**config.mk**
```make
export PLATFORM = sky130hd
export DESIGN_NAME = ram8_bank_flat
export DESIGN_NICKNAME = d
export VERILOG_FILES = /design/src/rtl/ram8_bank_if.sv /design/src/rtl/ram8_bank.sv /design/src/flat_wrapper.sv
export SDC_FILE = /design/constraint.sdc
export NUM_CORES = 1
export LEC_CHECK = 0
export BUFFER_PORTS_ARGS = -buffer_cell sky130_fd_sc_hd__buf_2
export CAP_MARGIN = 20
export CELL_PAD_IN_SITES_DETAIL_PLACEMENT = 1
export CELL_PAD_IN_SITES_GLOBAL_PLACEMENT = 1
export CORE_MARGIN = 5
export CORE_UTILIZATION = 50
export DETAILED_ROUTE_END_ITERATION = 8
export PLACE_DENSITY = 0.79
export SLEW_MARGIN = 40
export SYNTH_ARGS = -nofsm -noshare
export SYNTH_HDL_FRONTEND = slang
export SYNTH_SLANG_ARGS = --single-unit
export TNS_END_PERCENT = 1
```
**constraint.sdc**
```tcl
create_clock -name clk -period 2.95 [get_ports clk]
set_input_delay 0.7375 -clock clk [delete_from_list [all_inputs] [get_ports clk]]
set_output_delay 0.7375 -clock clk [all_outputs]
set_load 0.03 [all_outputs]
```
**src/rtl/ram8_bank_if.sv**
```systemverilog
// Host-side bus of the eight-entry register bank: write port, read select,
// clear request and clear-engine status.
interface ram8_bank_if #(
    parameter int unsigned WIDTH = 16
);
    logic [WIDTH-1:0] in;
    logic [2:0]       address;
    logic             load;
    logic             clear;
    logic [WIDTH-1:0] out;
    logic             busy;
    logic             clear_done;

    modport master (
        output in, address, load, clear,
        input  out, busy, clear_done
    );

    modport slave (
        input  in, address, load, clear,
        output out, busy, clear_done
    );
endinterface

```
**src/rtl/ram8_bank.sv**
```systemverilog
// Eight-entry register bank with one-hot load decode, combinational read mux
// and a one-entry-per-cycle clear sweep reported through busy/clear_done.
module ram8_bank #(
    parameter int unsigned WIDTH = 16
) (
    input  logic        clk,
    input  logic        rst_n,
    ram8_bank_if.slave  bus
);
    localparam int unsigned DEPTH = 8;
    localparam int unsigned AW    = 3;

    typedef enum logic {
        IDLE  = 1'b0,
        SWEEP = 1'b1
    } state_t;

    state_t           state;
    logic [AW-1:0]    ptr;
    logic [WIDTH-1:0] mem [DEPTH];
    logic [DEPTH-1:0] ld;
    logic             busy_q;
    logic             done_q;

    // One-hot load decode; a same-edge clear or a running sweep drops the write.
    always_comb begin
        ld = '0;
        if (bus.load && !busy_q && !bus.clear) begin
            ld[bus.address] = 1'b1;
        end
    end

    always_ff @(posedge clk or negedge rst_n) begin
        if (!rst_n) begin
            state  <= IDLE;
            ptr    <= '0;
            busy_q <= 1'b0;
            done_q <= 1'b0;
            for (int i = 0; i < int'(DEPTH); i++) begin
                mem[i] <= '0;
            end
        end else begin
            done_q <= 1'b0;
            case (state)
                IDLE: begin
                    if (bus.clear) begin
                        state  <= SWEEP;
                        busy_q <= 1'b1;
                        ptr    <= '0;
                    end else begin
                        for (int i = 0; i < int'(DEPTH); i++) begin
                            if (ld[i]) begin
                                mem[i] <= bus.in;
                            end
                        end
                    end
                end
                SWEEP: begin
                    mem[ptr] <= '0;
                    ptr      <= ptr + AW'(1);
                    // Last entry: hand back to IDLE and flag completion for one cycle.
                    if (ptr == AW'(DEPTH - 1)) begin
                        state  <= IDLE;
                        busy_q <= 1'b0;
                        done_q <= 1'b1;
                    end
                end
                default: begin
                    state  <= IDLE;
                    busy_q <= 1'b0;
                end
            endcase
        end
    end

    assign bus.out        = mem[bus.address];
    assign bus.busy       = busy_q;
    assign bus.clear_done = done_q;
endmodule

```
**src/flat_wrapper.sv**
```systemverilog
// flat-port wrapper written by rule: the top's interface ports become plain ports
module ram8_bank_flat 
#(
    parameter int unsigned WIDTH = 16
)
  (clk, rst_n, bus_in, bus_address, bus_load, bus_clear, bus_out, bus_busy, bus_clear_done);
  ram8_bank_if #(.WIDTH(WIDTH)) bus_i ();
  input  logic clk;
  input  logic rst_n;
  input wire logic [$bits(bus_i.in)-1:0] bus_in;
  input wire logic [$bits(bus_i.address)-1:0] bus_address;
  input wire logic [$bits(bus_i.load)-1:0] bus_load;
  input wire logic [$bits(bus_i.clear)-1:0] bus_clear;
  output wire logic [$bits(bus_i.out)-1:0] bus_out;
  output wire logic [$bits(bus_i.busy)-1:0] bus_busy;
  output wire logic [$bits(bus_i.clear_done)-1:0] bus_clear_done;
  assign bus_i.in = bus_in;
  assign bus_i.address = bus_address;
  assign bus_i.load = bus_load;
  assign bus_i.clear = bus_clear;
  assign bus_out = bus_i.out;
  assign bus_busy = bus_i.busy;
  assign bus_clear_done = bus_i.clear_done;
  ram8_bank #(.WIDTH(WIDTH)) u_core (.clk(clk), .rst_n(rst_n), .bus(bus_i));
endmodule
```
# Yosys cells after proc, flatten, opt, wreduce, memory -nomap -nowiden
# Index checks and enable logic that the tools add are counted.
[op_classes]
muxes = 28
order_cmp = 5
n_addsub = 1
reduce_logical = 15
n_eq_ne = 12
n_bitwise = 5
[ops]
columns = ["op", "n"]
rows = [
  ["$pmux W128 S2", 1],
  ["$mux W16", 11],
  ["$and A128 B128 Y128", 1],
  ["$mux W128", 1],
  ["$not A128 Y128", 1],
  ["$bmux W16 S3", 1],
  ["$demux W16 S3", 1],
  ["$reduce_and A2 Y1", 9],
  ["$ne A2 B1 Y1 const B", 8],
  ["$ge A4 B4 Y1 const B", 2],
  ["$mux W8", 1],
  ["$not A3 Y4", 2],
  ["$mux W1", 7],
  ["$ne A2 B2 Y1 const B", 3],
  ["$pmux W3 S2", 1],
  ["$logic_and A1 B1 Y1", 4],
  ["$lt A3 B4 Y1 const B", 1],
  ["$lt A4 B1 Y1 const B", 1],
  ["$pmux W1 S2", 2],
  ["$add A3 B1 Y3 const B", 1],
  ["$demux W1 S3", 1],
  ["$eq A3 B3 Y1 const B", 1],
  ["$ge A3 B1 Y1 const B", 1],
  ["$mux W3", 1],
  ["other kinds (2)", 3],
]
[word_totals]
input_bits = 23
out_inout_bits = 18
reg_bits = 134

# Logic depth before layout (Yosys ltp)
[depth]
ltp_word = 8
depth_mapped = 6

# Worst setup path before layout
# No wires, ideal clock.
[synth_path]
kind = "input port to output port"
start = "input bus_address[2]"
end = "output bus_out[7]"
cell_stages = 4
setup_slack_ns = -0.006
arrival_time_ns = 2.219
required_time_ns = 2.213
path_cell_list = "buf_1 -> clkbuf_1 -> a221oi_1 -> o21ai_0"
[synth_via]
elab_chain_cells = 4
[synth_lines]
columns = ["item", "line_no", "rtl"]
rows = [
  ["start, declared", "flat_wrapper.sv:11", "input wire logic [$bits(bus_i.address)-1:0] bus_address;"],
  ["$not A3 Y4 (implied by the code)", "ram8_bank.sv:76", "assign bus.out = mem[bus.address];"],
  ["$bmux W16 S3", "ram8_bank.sv:76", ""],
  ["$mux W16 (implied by the code) (2 in series)", "ram8_bank.sv:76", ""],
  ["end, declared", "flat_wrapper.sv:14", "output wire logic [$bits(bus_i.out)-1:0] bus_out;"],
]
# No other way between the ends. The select of a mux whose other input is x is not followed.

# Worst setup path in the final report
[layout_path]
start = "input bus_address[0]"
end = "output bus_out[1]"
# Same word-level chain as after synthesis.

==> out/qor.yml <==
synth_simple_gate_area_share_pct: 11.9
synth_top_family_by_area: "multiplexers"
drc: 0
synth_fa_ha_area_share_pct: 0.377
cts-buffers-inserted: 17
ys_seq_area_share_pct: 50.5
drive_gt1_share_pct: 23.8
end_kind: "output pin"
start_util_pct: 50.6
required_ns: 2.21
dp_slack_ns: 0.0620
start_kind: "input port"
syn_area_per_cell_um2: 12.0
multi_input_area_um2: 2970
synthXorXnorAreaFrac_pct: 0
core_area_um2: 13100
clk_latency_ns: 0.42
dpl.hpwl_um: 12200
p_per_area_nw_per_um2: 792
routedLengthMet1_um: 8220
rsz0062_at_grt: "false"
cts_sinks: 134
cp.arrival_ns: 2.12
total_power_mw: 6.09
postCtsHoldBufs: 0
slew_violations: 0
crit_chain: "clkbuf_4, buf_12, mux4_2, mux2_2, buf_2"
cts_resized: 0
tightest_slew_ns: 0.860
leakage_nw: 3.92
grt_pass1_wl_um: 30800
grt_overflow: 0
hold_viol_final: 0
crit_family: "multiplexers"
grt_max_degree: 63
place_area_um2: 7170
nets: 635
post-route-period-util_pct: 96.9
skew_ns: 0.00512
max_slew_margin_pct: 42.7
die_x_um: 125
setup_viol: 0
crit_slowest_cell: "mux4_2"
root_buffer: "clkbuf_16"
ant_nets: 0
clk_pin_slew_ns: 0.06
cts_buffer_depth: 2
ys_ff_latch: 134
ys_types: 42
yosys.cell_count.top_type: "nand2_1"
area_growth_pct: 15.6
yosysWarnings: 0
yosysTopAreaCell: "dfrtp_1"
drv_cap: 0
fill_cells: 1348
drtPass1Iterations: 5
antenna_found_initial: 0
cts_setup_buffers: 0
place.port_buffers: 40
yosys-top-cells-count: "139 x nand2_1, 134 x dfrtp_1, 131 x mux2i_1, 26 x mux4_2, 20 x clkbuf_1"
fin_hold_ws_ns: 0.298
synth_ff_type: "dfrtp_1"
muxShareOfSynthArea_pct: 30.6
synth_edf_count: 0
vias_per_cell: 5.91
netlist_area_um2: 6640
cts_tree: "done"
hp-class: "input port to asynchronous set/reset pin"
final_cells: 798
wl_met3_um: 863
drt-initial-drc-count: 296
synth_compound_area_share_pct: 1.86
register_area_um2: 3350
crit_type: "input port to output pin"
diodes: 0
async_flop_share_pct: 100
vdd_drop_max_v: 0.000488
cp_max_fo: 11
dr_wl_met2_um: 9480
synthTopCellsByArea: "dfrtp_1 50%, mux2i_1 20%, mux4_2 8.8%, nand2_1 7.9%, mux2_2 2.0%"
cp_num_buf_inv: 3
htree_levels: 4
synth_top_area_share_pct: 50.5
synth_nets: 578
num_rows: 42
die_h_um: 125
synth_cells: 553
period_needed_ns: 2.86
top_layer: "met4"
routed-via-count: 4718
place.gp.congestion: 0.810
ios: 41
final_area_um2: 7680
status: "complete, no violations"
first_global_vias: 5355
post-route-util_pct: 58.5
wl_um: 18900
design.die.area_um2: 15700
track_usage_pct: 25.5
wl_per_cell_um: 23.7
dpl.cell_count: 767
fmax_mhz: 350
tns_ns: 0
max_stage_delay_ns: 0.51
fin_ws_ns: 0.0910
-- path summary, 6_finish.rpt --
| path | start | to | slack (ns) | depth (start not counted) |
|---|---|---|---|---|
| worst max-delay path | bus_address[0] | bus_out[1] | 0.09 | 5 |
| worst min-delay path | rst_n | u_core.mem[126] | 0.30 | 1 |
| worst max register to register | u_core.state | u_core.mem[41] | 0.70 | 4 |
| worst min register to register | u_core.mem[91] | u_core.mem[91] | 0.52 | 2 |
| max in group asynchronous | rst_n | u_core.mem[20] | 1.91 | 2 |
| min in group clk | u_core.mem[91] | u_core.mem[91] | 0.52 | 2 |
-- where the power goes --
| group | switching (mW) | internal (mW) | total, mW |
|---|---|---|---|
| registers | 0.335 | 2.30 | 2.63 |
| clock network | 0.762 | 1.11 | 1.87 |
| logic | 0.971 | 0.616 | 1.59 |
| total | 2.07 | 4.02 | 6.09 |
-- final cells by class --
cell class / count / area share [%]
clock buffer: 26 / 6.24
clock inverter: 5 / 0.326
inverter: 19 / 0.928
multi-input combinational: 360 / 38.7
sequential: 134 / 43.7
tap: 176 / 2.87
timing repair buffer: 78 / 7.30
-- metal layers --
layer | global-route usage [%] | up-vias
met3 | 5.71 | 28
met1 | 33.8 | 2535
li1 | - | 2038
met4 | 7.84 | 0
met5 | 0 | -
met2 | 42.2 | 117
-- logic make-up (layout without fill, tap and decap cells) --
family          Yosys count  after routing
mux                     169            169
flops                   134            134
compound gates           17             17
buf+inv                  59            128
simple gates            172            172
fa+ha+maj                 2              2
-- state kept, by name (all words and copies together), names as in the netlist --
name                   cells
u_core.mem               128
u_core.bus.clear_done      1
u_core.state               1
u_core.ptr                 3
u_core.bus.busy            1
-- cell usage in the layout (no fill, tap or decap), types with 4 or more instances in the layout --
cell and instances:
clkbuf_16 17, nand2b_1 4, mux4_2 26, clkbuf_1 7, mux2i_1 131, nand2_1 139, inv_1 18, buf_12 5
clkinv_2 5, nor2_1 4, dfrtp_1 134, buf_2 38, mux2_2 12, buf_4 32
(Power assumes the default switching activity.)
